**config.mk**
```make
export PLATFORM = sky130hd
export DESIGN_NAME = lcd_value_display
export DESIGN_NICKNAME = d
export VERILOG_FILES = /design/src/rtl/lcd_pkg.sv /design/src/rtl/lcd_byte_writer.sv /design/src/rtl/lcd_value_display.sv
export SDC_FILE = /design/constraint.sdc
export NUM_CORES = 1
export LEC_CHECK = 0
export CORE_MARGIN = 1
export CORE_UTILIZATION = 40
export DETAILED_ROUTE_END_ITERATION = 8
export GPL_TIMING_DRIVEN = 0
export SLEW_MARGIN = 25
export SYNTH_ARGS = -nofsm -noshare
export SYNTH_HDL_FRONTEND = slang
export SYNTH_SLANG_ARGS = --single-unit
```
**constraint.sdc**
```tcl
create_clock -name clk -period 6.1 [get_ports clk]
set_clock_uncertainty 0.1 [all_clocks]
set_input_delay 1.22 -clock clk [delete_from_list [all_inputs] [get_ports clk]]
set_output_delay 1.22 -clock clk [all_outputs]
set_load 0.01 [all_outputs]
```
**src/rtl/lcd_pkg.sv**
```systemverilog
// Shared constants, state encodings and character helpers for the LCD value display.
package lcd_pkg;

    localparam logic [7:0] CMD_FUNC_8B2L = 8'h38;
    localparam logic [7:0] CMD_DISP_ON   = 8'h0C;
    localparam logic [7:0] CMD_ENTRY_INC = 8'h06;
    localparam logic [7:0] CMD_CLEAR     = 8'h01;
    localparam logic [7:0] CMD_DDRAM_L1  = 8'h80;
    localparam logic [7:0] CMD_DDRAM_L2  = 8'hC0;
    localparam logic [7:0] ASCII_ZERO    = 8'h30;

    typedef enum logic [2:0] {
        ST_INIT,
        ST_CLR_WAIT,
        ST_IDLE,
        ST_ADDR,
        ST_CHAR
    } state_t;

    typedef enum logic [2:0] {
        WR_IDLE,
        WR_SETUP,
        WR_PULSE,
        WR_HOLD,
        WR_DONE
    } wr_phase_t;

    function automatic logic [7:0] init_cmd(input logic [1:0] idx);
        case (idx)
            2'd0:    init_cmd = CMD_FUNC_8B2L;
            2'd1:    init_cmd = CMD_DISP_ON;
            2'd2:    init_cmd = CMD_ENTRY_INC;
            default: init_cmd = CMD_CLEAR;
        endcase
    endfunction

    // 0x37 + 10 lands on 'A', giving uppercase hex digits.
    function automatic logic [7:0] hex_ascii(input logic [3:0] d);
        hex_ascii = (d < 4'd10) ? ASCII_ZERO + {4'h0, d} : 8'h37 + {4'h0, d};
    endfunction

endpackage

```
**src/rtl/lcd_byte_writer.sv**
```systemverilog
// Drives one HD44780 byte write: setup with E low, E pulse, hold with E low, then a done pulse.
module lcd_byte_writer
    import lcd_pkg::*;
#(
    parameter int SETUP_CYC = 2,
    parameter int PULSE_CYC = 12,
    parameter int HOLD_CYC  = 2
) (
    input  logic       clk,
    input  logic       rst,
    input  logic       start,
    input  logic       rs,
    input  logic [7:0] byte_val,
    output logic [7:0] lcd_data,
    output logic       lcd_rs,
    output logic       lcd_e,
    output logic       done
);

    localparam int MAX_AB = (SETUP_CYC > PULSE_CYC) ? SETUP_CYC : PULSE_CYC;
    localparam int MAX_C  = (MAX_AB > HOLD_CYC) ? MAX_AB : HOLD_CYC;
    localparam int CW     = $clog2(MAX_C + 1);

    wr_phase_t     phase, phase_nxt;
    logic [CW-1:0] cnt;

    always_comb begin
        phase_nxt = phase;
        case (phase)
            WR_IDLE:  if (start) phase_nxt = WR_SETUP;
            WR_SETUP: if (cnt == CW'(SETUP_CYC - 1)) phase_nxt = WR_PULSE;
            WR_PULSE: if (cnt == CW'(PULSE_CYC - 1)) phase_nxt = WR_HOLD;
            WR_HOLD:  if (cnt == CW'(HOLD_CYC - 1)) phase_nxt = WR_DONE;
            WR_DONE:  phase_nxt = WR_IDLE;
            default:  phase_nxt = WR_IDLE;
        endcase
    end

    // E is registered from the next phase so it toggles exactly on phase boundaries.
    always_ff @(posedge clk or negedge rst) begin
        if (!rst) begin
            phase    <= WR_IDLE;
            cnt      <= '0;
            lcd_data <= 8'h00;
            lcd_rs   <= 1'b0;
            lcd_e    <= 1'b0;
        end else begin
            phase <= phase_nxt;
            if (phase_nxt != phase || phase == WR_IDLE || phase == WR_DONE)
                cnt <= '0;
            else
                cnt <= cnt + 1'b1;
            if (phase == WR_IDLE && start) begin
                lcd_data <= byte_val;
                lcd_rs   <= rs;
            end
            lcd_e <= (phase_nxt == WR_PULSE);
        end
    end

    assign done = (phase == WR_DONE);

endmodule

```
**src/rtl/lcd_value_display.sv**
```systemverilog
// HD44780 debug readout: init sequence, then renders each accepted value as binary or hex text.
module lcd_value_display
    import lcd_pkg::*;
#(
    parameter int DATA_W    = 10,
    parameter int SETUP_CYC = 2,
    parameter int PULSE_CYC = 12,
    parameter int HOLD_CYC  = 2,
    parameter int CLR_WAIT  = 80000
) (
    input  logic              clk,
    input  logic              rst,
    input  logic [DATA_W-1:0] data_in,
    input  logic              data_valid,
    input  logic              hex_mode,
    input  logic              line_sel,
    output logic              data_ready,
    output logic              init_done,
    output logic [7:0]        lcd_data,
    output logic              lcd_rs,
    output logic              lcd_rw,
    output logic              lcd_e
);

    localparam int NHEX  = (DATA_W + 3) / 4;
    localparam int HEX_W = 4 * NHEX;
    localparam int DCW   = $clog2(HEX_W);
    localparam int WCW   = $clog2(CLR_WAIT + 1);

    state_t           state, state_nxt;
    logic [HEX_W-1:0] val_q;
    logic             hex_q, line_q;
    logic [DCW-1:0]   dcnt;
    logic [1:0]       idx;
    logic             sent;
    logic [WCW-1:0]   wcnt;
    logic             init_done_q;

    logic             start, wr_rs, wr_done, accept;
    logic [7:0]       wr_byte, digit;
    logic [HEX_W-1:0] val_sh;

    // Digit under dcnt: bit dcnt in binary mode, nibble dcnt in hex mode.
    always_comb begin
        val_sh = val_q >> {dcnt, 2'b00};
        digit  = hex_q ? hex_ascii(val_sh[3:0]) : (ASCII_ZERO | {7'h0, val_q[dcnt]});
    end

    // sent marks that the current byte has been handed to the writer; cleared on its done.
    always_comb begin
        state_nxt = state;
        start     = 1'b0;
        wr_rs     = 1'b0;
        wr_byte   = init_cmd(idx);
        accept    = 1'b0;
        case (state)
            ST_INIT: begin
                start = !sent;
                if (wr_done && idx == 2'd3) state_nxt = ST_CLR_WAIT;
            end
            ST_CLR_WAIT: begin
                if (wcnt == WCW'(CLR_WAIT - 1)) state_nxt = ST_IDLE;
            end
            ST_IDLE: begin
                accept = data_valid;
                if (data_valid) state_nxt = ST_ADDR;
            end
            ST_ADDR: begin
                start   = !sent;
                wr_byte = line_q ? CMD_DDRAM_L2 : CMD_DDRAM_L1;
                if (wr_done) state_nxt = ST_CHAR;
            end
            ST_CHAR: begin
                start   = !sent;
                wr_rs   = 1'b1;
                wr_byte = digit;
                if (wr_done && dcnt == '0) state_nxt = ST_IDLE;
            end
            default: state_nxt = ST_INIT;
        endcase
    end

    always_ff @(posedge clk or negedge rst) begin
        if (!rst) state <= ST_INIT;
        else      state <= state_nxt;
    end

    always_ff @(posedge clk or negedge rst) begin
        if (!rst) begin
            val_q       <= '0;
            hex_q       <= 1'b0;
            line_q      <= 1'b0;
            dcnt        <= '0;
            idx         <= 2'd0;
            sent        <= 1'b0;
            wcnt        <= '0;
            init_done_q <= 1'b0;
        end else begin
            if (start)        sent <= 1'b1;
            else if (wr_done) sent <= 1'b0;

            if (state == ST_INIT && wr_done) idx <= idx + 2'd1;

            wcnt <= (state == ST_CLR_WAIT) ? wcnt + 1'b1 : '0;

            if (state_nxt == ST_IDLE) init_done_q <= 1'b1;

            if (accept) begin
                val_q  <= HEX_W'(data_in);
                hex_q  <= hex_mode;
                line_q <= line_sel;
                dcnt   <= hex_mode ? DCW'(NHEX - 1) : DCW'(DATA_W - 1);
            end else if (state == ST_CHAR && wr_done && dcnt != '0) begin
                dcnt <= dcnt - 1'b1;
            end
        end
    end

    lcd_byte_writer #(
        .SETUP_CYC (SETUP_CYC),
        .PULSE_CYC (PULSE_CYC),
        .HOLD_CYC  (HOLD_CYC)
    ) u_writer (
        .clk      (clk),
        .rst      (rst),
        .start    (start),
        .rs       (wr_rs),
        .byte_val (wr_byte),
        .lcd_data (lcd_data),
        .lcd_rs   (lcd_rs),
        .lcd_e    (lcd_e),
        .done     (wr_done)
    );

    assign data_ready = (state == ST_IDLE);
    assign init_done  = init_done_q;
    assign lcd_rw     = 1'b0;

endmodule

```
==> run_results.csv, run 1 <==
group,metric,value,unit
outcome,status,"completed",
die,fp.dieH,89.8,µm
synthesis,ys_seq_elements,57,
timing,fmax,0.315,GHz
clocking,numCtsBuffers,9,
global_route,grt_max_degree,33,
synthesis,synth_area,3080,µm²
placement,gp_congestion,0.810,
clocking,clkSinkCount,57,
timing,fin_crit_sh,52.1,%
pwr,pwr_density_cell,191,nW/µm²
timing,min_period,3.18,ns
clocking,clockBufferDepth,2,
global_route,grt_usage,17.1,%
finish,area_growth,18.3,%
synthesis,yosysSeqAreaShare,46.3,%
synthesis,synth_warnings,0,
die,core_area,7370,µm²
placement,dp_hpwl,4390,µm
routing,initialDrtViolationCount,120,
setup_path,cp.arrival,1.86,ns
timing,hold_violations,0,
flow_run,maxCapViolCount,0,
clocking,postCtsHoldBufs,0,
synthesis,synth_nets,351,
pwr,total_power,0.695,mW
routing,vias,2355,
timing,worst_pin_slew,0.706,ns
routing,first_pass_iters,4,
routing,ant_nets,0,
finish,nFillCells,705,
timing,slew_headroom,52.8,%
setup_path,end_kind,"output pin",
routing,wl_per_cell,13.0,µm
routing,drc,0,
die,io_pins,28,
placement,io_buffers,26,
finish,final_nets,389,
synthesis,async_flop_share,100,%
pwr,ir_drop,118,µV
clocking,cts_htree_levels,3,
global_route,antenna_found_initial,0,
setup_path,max_stage_delay,0.59,ns
global_route,grt_pass1_vias,2371,
finish,diodes,0,
timing,rsz0062_at_grt,"false",
clocking,cts_post_setup_buffers_inserted,0,
setup_path,cp_max_fo,10,
clocking,cts_tree,"done",
global_route,grt_pass1_wl,11100,µm
setup_path,path_class,"reg -> out",
setup_path,cp-start-kind,"register",
clocking,cts_resized,0,
synthesis,synth_flop_cell,"dfrtp_1",
finish,drive_gt1_share,11.2,%
synthesis,synth_cell_types,59,
setup_path,crit_chain,"buf_2 -> nand2b_1 -> nor2_1 -> clkdlybuf4s50_1",
hold_path,hp-class,"reg -> reg",
clocking,path_clk_slew,0.06,ns
routing,vias_per_cell,5.05,
synthesis,synth_edf_count,0,
pwr,leakagePower,1.67,nW
die,initial_core_util,41.8,%
synthesis,synth.avg_cell_area,9.49,µm²
routing,drt-total-wl,6070,µm
timing,slew_violations,0,
clocking,insertion_delay,0.34,ns
setup_path,crit_slowest_cell,"clkdlybuf4s50_1",
global_route,grt-ovfl-total,0,
die,die_w,89.8,µm
timing,finalSetupViolations,0,
clocking,cts-root-buf,"clkbuf_8",
timing,setup_tns,0,ns
die,core.rowCount,31,
synthesis,syn_inst,325,
setup_path,cp.required,4.78,ns
finish,fin_util,49.5,%
die,die_area,8060,µm²
==> layout make-up <==
type,instances,area (µm²),share of cell area (%)
buffer,14,92.6,2.54
clock buffer,11,141,3.88
clock inverter,4,20.0,0.549
inverter,11,41.3,1.13
multi-input combinational,243,1520,41.8
sequential,57,1430,39.1
tap,99,124,3.40
timing repair buffer,27,278,7.62
==> critical path, delay by kind of cell, from the launching register on <==
kind	cells	cell delay, ns
AND/OR/NAND/NOR	2	0.38
buffers and inverters	2	0.76
flip-flops	1	0.38
==> sequential cells by signal, summed over array words and instances (netlist names) <==
| register | flops |
|---|---|
| init_done | 1 |
| hex_q | 1 |
| val_q | 10 |
| u_writer.cnt | 4 |
| sent | 1 |
| idx | 2 |
| state | 3 |
| u_writer.lcd_data | 8 |
| wcnt | 17 |
| line_q | 1 |
| dcnt | 4 |
| u_writer.lcd_rs | 1 |
| u_writer.lcd_e | 1 |
| u_writer.phase | 3 |
==> cell usage after synthesis (all sizes together), types with 2 or more instances <==
cell type  count  area share, %
nor4           2           0.41
o22a           2           0.57
mux2i          3           0.97
nand2b         5            1.0
or3b           3            1.0
clkbuf         3           0.37
dfrtp         57             46
nor2          36            4.4
nand3b         3           0.73
nor3          10            2.2
mux2           2           0.73
and3           7            1.5
xnor2          9            2.6
a31oi          8            1.6
nor3b          2           0.49
nand3         15            2.6
xor2          12            3.4
o21ai         15            2.6
and4           4            1.1
ha            11            4.5
nand2         49            6.0
buf           11            2.6
a21oi         14            2.4
o22ai          2           0.61
or3            3           0.61
and2           3           0.61
mux4           2            1.6
nand4b         2           0.57
inv           11            1.3
a21o           3           0.73
==> path summary, 6_finish.rpt <==
check                                     start              endpoint  slack (ns)  cells after the start
min in group asynchronous                   rst              wcnt[13]        0.68                      1
setup reg to reg                        dcnt[0]  u_writer.lcd_data[4]        3.98                      7
setup / recovery                       state[2]            data_ready        2.92                      4
hold / removal             u_writer.lcd_data[3]  u_writer.lcd_data[3]        0.38                      1
max in group asynchronous                   rst              wcnt[11]        4.74                      2
hold reg to reg            u_writer.lcd_data[3]  u_writer.lcd_data[3]        0.38                      1
==> placed cells by master (no fill, tap or decap), types with 2 or more instances in the layout <==
master and n:
dfrtp_1 57, nand2_1 49, nor2_1 36, clkdlybuf4s50_1 25, nand3_1 14, a21oi_1 13, xor2_1 12, inv_1 11
o21ai_0 11, ha_1 11, clkbuf_8 10, xnor2_1 9, nor3_1 8, a31oi_1 8, and3_1 6, buf_2 5
nand2b_1 5, buf_6 4, clkbuf_1 4, and4_1 4, clkinv_2 4, mux2i_1 3, nand3b_1 3, and2_1 3
or3_1 3, a21o_1 3, o21ai_1 3, nor3b_1 2, nand4b_1 2, or3b_4 2, nor4_1 2, mux2_2 2
o22a_1 2, buf_4 2
==> through the flow <==
step                      area [µm²]  setup slack, ns  hold slack (ns)  cells
final                           3650             2.92            0.376    466
after floorplan                 3080             3.89            0.346    325
after CTS                       3650             2.90            0.379    466
after global routing            3650             2.81            0.402    466
after global placement          3470             1.83            0.364    450
after detailed placement        3480             3.27            0.365    451
==> layer usage <==
layer	wire length, µm	vias up	global-route usage, %
li1	-	1196	-
met1	3000	1126	22.2
met2	2810	24	27.5
met3	154	9	3.38
met4	100	0	7.92
met5	0	-	0
==> where the power goes <==
part / switching (mW) / internal (mW) / total, mW / leakage [nW]
Clock: 0.145 / 0.153 / 0.298 / 0.0887
Combinational: 0.00894 / 0.00943 / 0.0184 / 0.817
Sequential: 0 / 0.378 / 0.378 / 0.761
==> logic make-up after synthesis <==
group | count (synthesis) | share of synthesized area, %
AOI/OAI and AO/OA | 53 | 11.0
adders and majority gates | 11 | 4.46
and+or+nand+nor | 150 | 24.6
muxes | 7 | 3.29
buffers and inverters | 25 | 4.34
xor gates and xnor gates | 21 | 5.97
DFF | 57 | 46.3
other | 1 | 0.122
(Power assumes the default switching activity.)
==> run 2: changes to the inputs <==
==> constraint.sdc (replaced) <==
create_clock -name clk -period 3.3 [get_ports clk]
set_clock_uncertainty 0.1 [all_clocks]
set_input_delay 0.66 -clock clk [delete_from_list [all_inputs] [get_ports clk]]
set_output_delay 0.66 -clock clk [all_outputs]
set_load 0.01 [all_outputs]
==> results of run 2 <==
The final DEF is identical to that of run 1. Status: completed.
Main changes from that run: setup slack after placement 3.27 ns -> 1.03 ns; clock-pin slew on the worst setup and hold paths 0.06 ns -> 0.07 ns; setup slack after layout 2.92 ns -> 0.681 ns; hold slack 0.376 ns -> 0.118 ns; register-to-register setup slack 3.98 ns -> 1.18 ns; total power 0.695 mW -> 1.28 mW; worst IR drop on VDD 118 µV -> 218 µV
==> run 3: changes to the inputs <==
==> constraint.sdc (replaced) <==
create_clock -name clk -period 2.5 [get_ports clk]
set_clock_uncertainty 0.1 [all_clocks]
set_input_delay 0.5 -clock clk [delete_from_list [all_inputs] [get_ports clk]]
set_output_delay 0.5 -clock clk [all_outputs]
set_load 0.01 [all_outputs]
==> run_results.csv, run 3 (synthesized netlist as in run 1, its figures left out) <==
group,metric,value,unit
outcome,status,"completed",
die,core.rowCount,31,
routing,vias_per_cell,5.05,
clocking,cts_tree,"done",
die,initial_core_util,41.8,%
finish,top_register,"wcnt",
pwr,ir_drop,287,µV
finish,final_common_cell,"dfrtp_1",
clocking,numCtsBuffers,9,
global_route,antenna_found_initial,0,
clocking,clockBufferDepth,2,
clocking,cts-root-buf,"clkbuf_8",
die,fp.dieH,89.8,µm
timing,slew_violations,0,
finish,diodes,0,
routing,vias,2360,
setup_path,worstRegToRegCells,7,
setup_path,path_class,"reg -> out",
die,io_pins,28,
placement,dp_hpwl,4390,µm
timing,hold_violations,0,
hold_path,hold-path-endpoint,"u_writer.lcd_data[3]",
flow_run,maxCapViolCount,0,
clocking,clkSinkCount,57,
global_route,grt_max_degree,33,
setup_path,end_kind,"output pin",
timing,fin_crit_sh,95.7,%
global_route,grt_pass1_vias,2371,
pwr,leakagePower,1.67,nW
hold_path,holdPathStages,1,
hold_path,hp-start,"u_writer.lcd_data[3]",
finish,final_nets,390,
clocking,cts_htree_levels,3,
finish,reg_top3,"wcnt (17), val_q (10), u_writer.lcd_data (8)",
placement,io_buffers,26,
setup_path,crit-reg2reg-launch,"dcnt[0]",
timing,rsz0062_at_grt,"false",
pwr,total_power,1.70,mW
routing,drt-total-wl,6070,µm
clocking,cts_post_setup_buffers_inserted,0,
die,die_area,8060,µm²
global_route,grt_pass1_wl,11100,µm
timing,worst_pin_slew,0.706,ns
pwr,pwr_density_cell,464,nW/µm²
setup_path,cp.arrival,1.79,ns
timing,slew_headroom,52.9,%
routing,initialDrtViolationCount,117,
finish,fin_util,49.6,%
global_route,grt_usage,17.1,%
routing,ant_nets,0,
timing,min_period,2.39,ns
global_route,grt-ovfl-total,0,
clocking,insertion_delay,0.34,ns
routing,drc,0,
setup_path,cp-start-kind,"register",
finish,final_cell_mix,"dfrtp_1 (57), nand2_1 (49), nor2_1 (35), clkdlybuf4s50_1 (25), nand3_1 (14)",
setup_path,timing.rr.end,"u_writer.lcd_data[4]",
setup_path,cp_max_fo,10,
clocking,path_clk_slew,0.06,ns
finish,area_growth,18.7,%
finish,largest_reg_flops,17,
routing,wl_per_cell,13.0,µm
routing,first_pass_iters,4,
finish,nFillCells,705,
die,core_area,7370,µm²
setup_path,r2r_setup_slack,0.38,ns
timing,fmax,0.418,GHz
setup_path,cp.required,1.90,ns
timing,finalSetupViolations,0,
hold_path,hp-class,"reg -> reg",
placement,gp_congestion,0.810,
die,die_w,89.8,µm
finish,drive_gt1_share,11.4,%
-- run 3: cell types whose count changed in the layout (fill, tap and decap cells not counted) --
cell	before	now
nor2_1	36	35
dlygate4sd3_1	0	1
nor2_2	0	1
-- run 3: worst max path at each step --
stage	cells after the start	slack [ns]	end	from
after floorplan	7	0.54	u_writer.lcd_data[4]	dcnt[0]
after global placement	1	-1.05	val_q[5]	rst
after detailed placement	7	0.39	u_writer.lcd_data[4]	dcnt[0]
after CTS	4	0.02	data_ready	state[2]
after global routing	4	0.01	data_ready	state[2]
final	4	0.11	data_ready	state[2]
-- run 3: worst max-delay path, stage by stage (launching register included) --
cell	delay, ns
dfrtp_1	0.38
buf_2	0.17
nand2b_1	0.18
nor2_2	0.15
clkdlybuf4s50_1	0.56
-- run 3: timing repair --
action / in CTS / in global routing
hold endpoints to repair: 25 / 0
hold buffers: 1 / 0
resized for setup: 0 / 1
endpoints found under the setup margin: 0 / 1
-- run 3: layout make-up --
cell class / instances / area [µm²] / area share (%)
clock inverters: 4 / 20.0 / 0.547
inverters: 11 / 41.3 / 1.13
flip-flops and latches: 57 / 1430 / 39.0
plain buffers: 14 / 92.6 / 2.53
well taps: 99 / 124 / 3.39
repair buffers: 28 / 288 / 7.87
clock buffers: 11 / 141 / 3.86
multi-input cells: 243 / 1530 / 41.7
-- run 3: where the power goes --
| part | switching, mW | internal, mW | total [mW] | leakage [nW] |
|---|---|---|---|---|
| sequential | 0 | 0.923 | 0.923 | 0.761 |
| combinational | 0.0221 | 0.0240 | 0.0461 | 0.821 |
| clock | 0.354 | 0.374 | 0.728 | 0.0887 |
| total | 0.377 | 1.32 | 1.70 | 1.67 |
-- run 3: per-stage QoR --
stage | TNS (ns) | instance area [µm²] | cells | hold slack, ns | setup slack, ns
after global placement | -59.68 | 3470 | 450 | 0.364 | -1.05
after global routing | 0 | 3660 | 467 | 0.402 | 0.0128
after detailed placement | 0 | 3480 | 451 | 0.334 | 0.389
after CTS | 0 | 3660 | 467 | 0.379 | 0.0180
final | 0 | 3660 | 467 | 0.376 | 0.108
after floorplan | 0 | 3080 | 325 | 0.104 | 0.539
-- run 3: per-layer routing --
layer | vias to the layer above | global-route usage (%) | part of all wire, %
li1 | 1201 | - | -
met1 | 1124 | 22.2 | 50
met2 | 26 | 27.5 | 46
met3 | 9 | 3.30 | 2.5
met4 | 0 | 7.92 | 1.7
met5 | - | 0 | 0
